[src/rtl/alu_pkg.sv]
// Shared ALU op codes, RV32 funct3 codes and the queued micro-op payload.
package alu_pkg;

    typedef logic [3:0] alu_op_t;

    localparam alu_op_t OP_ADD  = 4'b0000;
    localparam alu_op_t OP_SUB  = 4'b0001;
    localparam alu_op_t OP_AND  = 4'b0010;
    localparam alu_op_t OP_OR   = 4'b0011;
    localparam alu_op_t OP_XOR  = 4'b1010;
    localparam alu_op_t OP_SLT  = 4'b0100;
    localparam alu_op_t OP_SLTU = 4'b0101;
    localparam alu_op_t OP_SLL  = 4'b0110;
    localparam alu_op_t OP_SRL  = 4'b0111;
    localparam alu_op_t OP_SRA  = 4'b1110;
    localparam alu_op_t OP_CNT  = 4'b1111;

    localparam logic [2:0] F3_ADD  = 3'b000;
    localparam logic [2:0] F3_SLL  = 3'b001;
    localparam logic [2:0] F3_SLT  = 3'b010;
    localparam logic [2:0] F3_SLTU = 3'b011;
    localparam logic [2:0] F3_XOR  = 3'b100;
    localparam logic [2:0] F3_SR   = 3'b101;
    localparam logic [2:0] F3_OR   = 3'b110;
    localparam logic [2:0] F3_AND  = 3'b111;

    localparam int unsigned DATA_W = 32;

    typedef struct packed {
        alu_op_t             op;
        logic                err;
        logic [DATA_W-1:0]   a;
        logic [DATA_W-1:0]   b;
    } alu_uop_t;

endpackage

[src/rtl/alu_op_encoder.sv]
// Combinational funct3/f7b30/imm/count to ALU op translation with illegal-op flag.
// Count ops are honoured only when ALU_ISSUE_CNT_EN is defined.
module alu_op_encoder
    import alu_pkg::*;
(
    input  logic [2:0] funct3,
    input  logic       f7b30,
    input  logic       is_imm,
    input  logic       is_cnt,
    input  logic [1:0] b_lo,
    output alu_op_t    op_c,
    output logic       err_c
);

    always_comb begin
        op_c  = OP_ADD;
        err_c = 1'b0;
        case (funct3)
            F3_ADD:  op_c = (!is_imm && f7b30) ? OP_SUB : OP_ADD;
            F3_SLL: begin
                op_c  = OP_SLL;
                err_c = f7b30;
            end
            F3_SLT:  op_c = OP_SLT;
            F3_SLTU: op_c = OP_SLTU;
            F3_XOR:  op_c = OP_XOR;
            F3_SR:   op_c = f7b30 ? OP_SRA : OP_SRL;
            F3_OR:   op_c = OP_OR;
            F3_AND:  op_c = OP_AND;
            default: op_c = OP_ADD;
        endcase
`ifdef ALU_ISSUE_CNT_EN
        // Count selector 11 has no defined function.
        if (is_cnt) begin
            op_c  = OP_CNT;
            err_c = (b_lo == 2'b11);
        end
`else
        if (is_cnt) begin
            err_c = 1'b1;
        end
`endif
    end

`ifndef ALU_ISSUE_CNT_EN
    logic unused_b_lo;
    assign unused_b_lo = ^b_lo;
`endif

endmodule

[src/rtl/alu_issue_buffer.sv]
// ALU issue FIFO: encodes micro-ops at enqueue, feeds the ALU from the head and
// registers F/Zero with the tag in a result slot. Optional feature: ALU_ISSUE_CNT_EN.
module alu_issue_buffer
    import alu_pkg::*;
#(
    parameter int unsigned DEPTH = 4,
    parameter int unsigned TAG_W = 5
) (
    input  logic             clk_i,
    input  logic             rst_i,
    input  logic             in_valid_i,
    output logic             in_ready_o,
    input  logic [2:0]       in_funct3_i,
    input  logic             in_f7b30_i,
    input  logic             in_is_imm_i,
    input  logic             in_is_cnt_i,
    input  logic [31:0]      in_a_i,
    input  logic [31:0]      in_b_i,
    input  logic [TAG_W-1:0] in_tag_i,
    output logic [31:0]      alu_a_o,
    output logic [31:0]      alu_b_o,
    output logic [3:0]       alu_op_o,
    input  logic [31:0]      alu_f_i,
    input  logic             alu_zero_i,
    output logic             res_valid_o,
    input  logic             res_ready_i,
    output logic [31:0]      res_data_o,
    output logic             res_zero_o,
    output logic [TAG_W-1:0] res_tag_o,
    output logic             res_err_o
);

    localparam int unsigned PTR_W = (DEPTH > 1) ? $clog2(DEPTH) : 1;
    localparam int unsigned CNT_W = PTR_W + 1;

    alu_uop_t         mem     [DEPTH];
    logic [TAG_W-1:0] tag_mem [DEPTH];

    logic [PTR_W-1:0] wr_ptr;
    logic [PTR_W-1:0] rd_ptr;
    logic [CNT_W-1:0] count;
    logic [CNT_W-1:0] count_nxt;
    logic             empty;
    logic             push;
    logic             pop;
    alu_op_t          enc_op;
    logic             enc_err;
    alu_uop_t         head;

    alu_op_encoder u_enc (
        .funct3 (in_funct3_i),
        .f7b30  (in_f7b30_i),
        .is_imm (in_is_imm_i),
        .is_cnt (in_is_cnt_i),
        .b_lo   (in_b_i[1:0]),
        .op_c   (enc_op),
        .err_c  (enc_err)
    );

    assign empty = (count == '0);
    assign push  = in_valid_i && in_ready_o;
    assign pop   = !empty && (!res_valid_o || res_ready_i);
    assign head  = mem[rd_ptr];

    // Head drives the ALU directly; idle buffer presents zeros.
    assign alu_a_o  = empty ? '0 : head.a;
    assign alu_b_o  = empty ? '0 : head.b;
    assign alu_op_o = empty ? '0 : head.op;

    always_comb begin
        count_nxt = count;
        case ({push, pop})
            2'b10:   count_nxt = count + CNT_W'(1);
            2'b01:   count_nxt = count - CNT_W'(1);
            default: count_nxt = count;
        endcase
    end

    // Payload storage needs no reset; validity lives in count.
    always_ff @(posedge clk_i) begin
        if (push) begin
            mem[wr_ptr]     <= '{op: enc_op, err: enc_err, a: in_a_i, b: in_b_i};
            tag_mem[wr_ptr] <= in_tag_i;
        end
    end

    always_ff @(posedge clk_i) begin
        if (rst_i) begin
            wr_ptr      <= '0;
            rd_ptr      <= '0;
            count       <= '0;
            in_ready_o  <= 1'b1;
            res_valid_o <= 1'b0;
            res_data_o  <= '0;
            res_zero_o  <= 1'b0;
            res_tag_o   <= '0;
            res_err_o   <= 1'b0;
        end else begin
            count      <= count_nxt;
            in_ready_o <= (count_nxt < CNT_W'(DEPTH));
            if (push) begin
                wr_ptr <= wr_ptr + PTR_W'(1);
            end
            if (pop) begin
                rd_ptr      <= rd_ptr + PTR_W'(1);
                res_valid_o <= 1'b1;
                res_data_o  <= head.err ? '0 : alu_f_i;
                res_zero_o  <= !head.err && alu_zero_i;
                res_tag_o   <= tag_mem[rd_ptr];
                res_err_o   <= head.err;
            end else if (res_valid_o && res_ready_i) begin
                res_valid_o <= 1'b0;
            end
        end
    end

endmodule

[config.mk]
export PLATFORM = sky130hd
export DESIGN_NAME = alu_issue_buffer
export DESIGN_NICKNAME = d
export VERILOG_FILES = /design/src/rtl/alu_pkg.sv /design/src/rtl/alu_op_encoder.sv /design/src/rtl/alu_issue_buffer.sv
export SDC_FILE = /design/constraint.sdc
export NUM_CORES = 1
export LEC_CHECK = 0
export BUFFER_PORTS_ARGS = -buffer_cell sky130_fd_sc_hd__buf_2
export CORE_MARGIN = 8
export CORE_UTILIZATION = 38
export CTS_CLUSTER_SIZE = 25
export DETAILED_ROUTE_END_ITERATION = 8
export HOLD_SLACK_MARGIN = 0.06
export PLACE_DENSITY_LB_ADDON = 0.1
export SKIP_LAST_GASP = 1
export SLEW_MARGIN = 0
export SYNTH_ARGS = -nofsm -noshare
export SYNTH_HDL_FRONTEND = slang
export SYNTH_SLANG_ARGS = --single-unit
[constraint.sdc]
create_clock -name clk_i -period 3.4 [get_ports clk_i]
set_input_delay 0.34 -clock clk_i [delete_from_list [all_inputs] [get_ports clk_i]]
set_output_delay 0.34 -clock clk_i [all_outputs]
set_load 0.05 [all_outputs]
==> flow_metrics.env <==
export IMPL_r2r_start="count[0]"
export IMPL_drive_gt1_share_pct=38.2
export IMPL_yosysSeqAreaShare_pct=76.7
export IMPL_antennaDiodeCount=0
export IMPL_cp_required_ps=3060
export IMPL_clkPwrFrac_pct=27.9
export IMPL_cp_endpoint="alu_a_o[17]"
export IMPL_grt_pass1_wl_um=45600
export IMPL_die_h_um=200
export IMPL_fin_nets=1079
export IMPL_p_total_mw=15.1
export IMPL_design_core_area_mm2=0.0334
export IMPL_cts_resized=0
export IMPL_maxCapViolCount=0
export IMPL_portBuffers=220
export IMPL_grt_max_degree=44
export IMPL_worst_pin_slew_ps=704
export IMPL_rows=67
export IMPL_yosysWarnings=0
export IMPL_gp_congestion=0.823
export IMPL_power_internal_mw=9.52
export IMPL_layout_cells_most_common="edfxtp_1"
export IMPL_critPathKind="reg2out"
export IMPL_clockBufferDepth=3
export IMPL_fin_ws_ps=620
export IMPL_cts_buffers=39
export IMPL_critPathSlowestCell="or3_2"
export IMPL_cts_htree_levels=2
export IMPL_yosysTopAreaCellShare_pct=68.9
export IMPL_async_reset_ff_share_pct=0
export IMPL_dp_slack_ps=1050
export IMPL_die_area_mm2=0.0401
export IMPL_startpoint="count[0]"
export IMPL_io_pins=221
export IMPL_hold_buffers=102
export IMPL_areaGrowthSynthToFinish_pct=31.2
export IMPL_drc=0
export IMPL_synth_area_leaders="edfxtp_1 69%, mux4_2 13%, dfxtp_1 7.8%"
export IMPL_power_switching_mw=5.63
export IMPL_synth_net_count=738
export IMPL_antenna_found_initial=0
export IMPL_vias=7013
export IMPL_switching_share_pct=37.2
export IMPL_end_kind="output port"
export IMPL_start_kind="flop"
export IMPL_cts_sinks=346
export IMPL_postCtsSetupRepairBufs=0
export IMPL_wl_um=28900
export IMPL_fillers=2705
export IMPL_clk_pin_slew_ps=60
export IMPL_reg2reg_depth=5
export IMPL_setup_viol=0
export IMPL_rsz0062_at_grt="no"
export IMPL_maxClockFrequency_mhz=360
export IMPL_rrSetupSlack_ps=1090
export IMPL_leakage_nw=6.16
export IMPL_root_buffer="clkbuf_16"
export IMPL_tns_ps=0
export IMPL_status="completed"
export IMPL_synth_edf_count=296
export IMPL_cts_tree="yes"
export IMPL_worst_clock_skew_ps=7.11
export IMPL_final_cell_mix="296 x edfxtp_1, 220 x buf_2, 102 x dlygate4sd3_1, 74 x mux4_2, 68 x and2_1"
export IMPL_synthCells=620
export IMPL_initial_core_util_pct=38.6
export IMPL_dp_hpwl_um=17600
export IMPL_ant_nets=0
export IMPL_drv_slew=0
export IMPL_slowest_delay_ps=800
export IMPL_hold_viol=0
export IMPL_wl_per_cell_um=20.1
export IMPL_grt_usage_pct=14.3
export IMPL_drt_iter0_drc=321
export IMPL_grt_pass1_vias=7878
export IMPL_hold_class="in2reg"
export IMPL_grt_ovfl_total=0
export IMPL_drtPass1Iterations=4
export IMPL_p_seq_share_pct=36.0
export IMPL_fp_dieW_um=200
export IMPL_reg2reg_to="res_data_o[23]"
export IMPL_fin_crit_ps=2780
export IMPL_yosysTopAreaCell="edfxtp_1"
export IMPL_synth_seq_cells=346
export IMPL_pwr_share_comb_pct=36.1
export IMPL_crit_path_cell_trace="or3_2 -> buf_4 -> and2_1 -> buf_2"
export IMPL_max_slew_margin_pct=52.7
export IMPL_arrival_ps=2440
export IMPL_vias_per_cell=4.88
export IMPL_yosysUniqueCellTypes=33
export IMPL_avgSynthCellArea_um2=20.8
export IMPL_regArea_mm2=0.00990
export IMPL_clk_latency_ps=510
export IMPL_fin_crit_sh_pct=81.8
export IMPL_syn_cell_area_mm2=0.0129
export IMPL_multi_input_area_mm2=0.00283
export IMPL_critical_path_peak_fanout=30
export IMPL_synthFlopType="edfxtp_1"
export IMPL_ir_drop_mv=0.534
export IMPL_power_density_mw_per_mm2=895
flip-flops by register name (all words and copies together) (netlist names), named ones only:
register and cells:
res_valid_o 1, res_err_o 1, wr_ptr 2, res_data_o 32, tag_mem 20, count 2, mem 276, res_tag_o 5
rd_ptr 2, in_ready_o 1, res_zero_o 1
power by group through the flow:
stage	Combinational [mW]	Clock [mW]	Sequential (mW)
floorplan	3.72	0	5.86
global placement	5.47	0	5.52
detailed placement	5.49	0	5.56
CTS	5.60	4.35	5.48
global route	5.84	4.50	5.53
finish	5.47	4.22	5.46
stage by stage:
| step | instances | cell area (um^2) | hold WS [ps] | utilization, % |
|---|---|---|---|---|
| 2_1_floorplan | 620 | 12900 | 439 | - |
| 3_3_place_gp | 1266 | 14600 | 456 | 43.6 |
| 3_5_place_dp | 1266 | 14600 | 459 | 43.6 |
| 4_1_cts | 1438 | 16900 | 131 | 50.6 |
| 5_1_grt | 1438 | 16900 | 146 | 50.6 |
| 6_report | 1438 | 16900 | 163 | 50.6 |
cell usage after synthesis, types with 2 or more instances:
cell	number
a21o_1	2
a21oi_1	9
a22o_1	39
a31o_2	2
and2_1	68
and3_1	4
buf_1	4
buf_2	12
buf_6	4
clkbuf_1	14
dfxtp_1	50
edfxtp_1	296
ha_1	5
inv_1	6
mux4_2	74
nand2_1	2
nor2_1	7
nor2b_1	2
nor3_1	2
o21ai_0	2
or3_1	3
xnor2_1	2
per-layer routing:
metal | routed length (um) | track usage, %
met1 | 12600 | 18.5
met2 | 14200 | 24.0
met3 | 1590 | 3.39
met4 | 490 | 3.57
met5 | 0 | 0
logic make-up (layout without fill, tap and decap cells):
kind of cell,Yosys count,after routing,synth area share (%)
AOI/OAI and AO/OA,57,57,3.52
DFF,346,346,76.7
xor gates and xnor gates,3,3,0.204
adders and majority gates,6,6,0.640
and+or+nand+nor,92,92,4.39
buffers and inverters,41,411,1.57
muxes,75,75,13.0
layout make-up:
| cell class | count | share of cell area [%] |
|---|---|---|
| multi-input cells | 233 | 16.7 |
| clock inverters | 22 | 1.37 |
| well taps | 448 | 3.31 |
| repair buffers | 335 | 13.6 |
| inverters | 6 | 0.133 |
| flip-flops and latches | 346 | 58.5 |
| clock buffers | 48 | 6.40 |
how the worst min path moves through the flow:
| stage | startpoint | endpoint | slack [ps] | depth (start not counted) |
|---|---|---|---|---|
| floorplan | in_b_i[0] | mem[0][0] | 440 | 0 |
| global placement | res_data_o[10] | res_data_o[10] | 460 | 1 |
| detailed placement | res_data_o[25] | res_data_o[25] | 460 | 1 |
| CTS | in_valid_i | wr_ptr[1] | 130 | 3 |
| global route | in_valid_i | wr_ptr[1] | 150 | 3 |
| finish | in_valid_i | wr_ptr[1] | 160 | 3 |
worst max-delay path: cells and delay by family (launching register included):
| kind | cells | cell delay, ps |
|---|---|---|
| and+or+nand+nor | 2 | 1000 |
| buffers and inverters | 2 | 560 |
| DFF | 1 | 350 |
No activity file was read; power rests on OpenSTA's default activity.
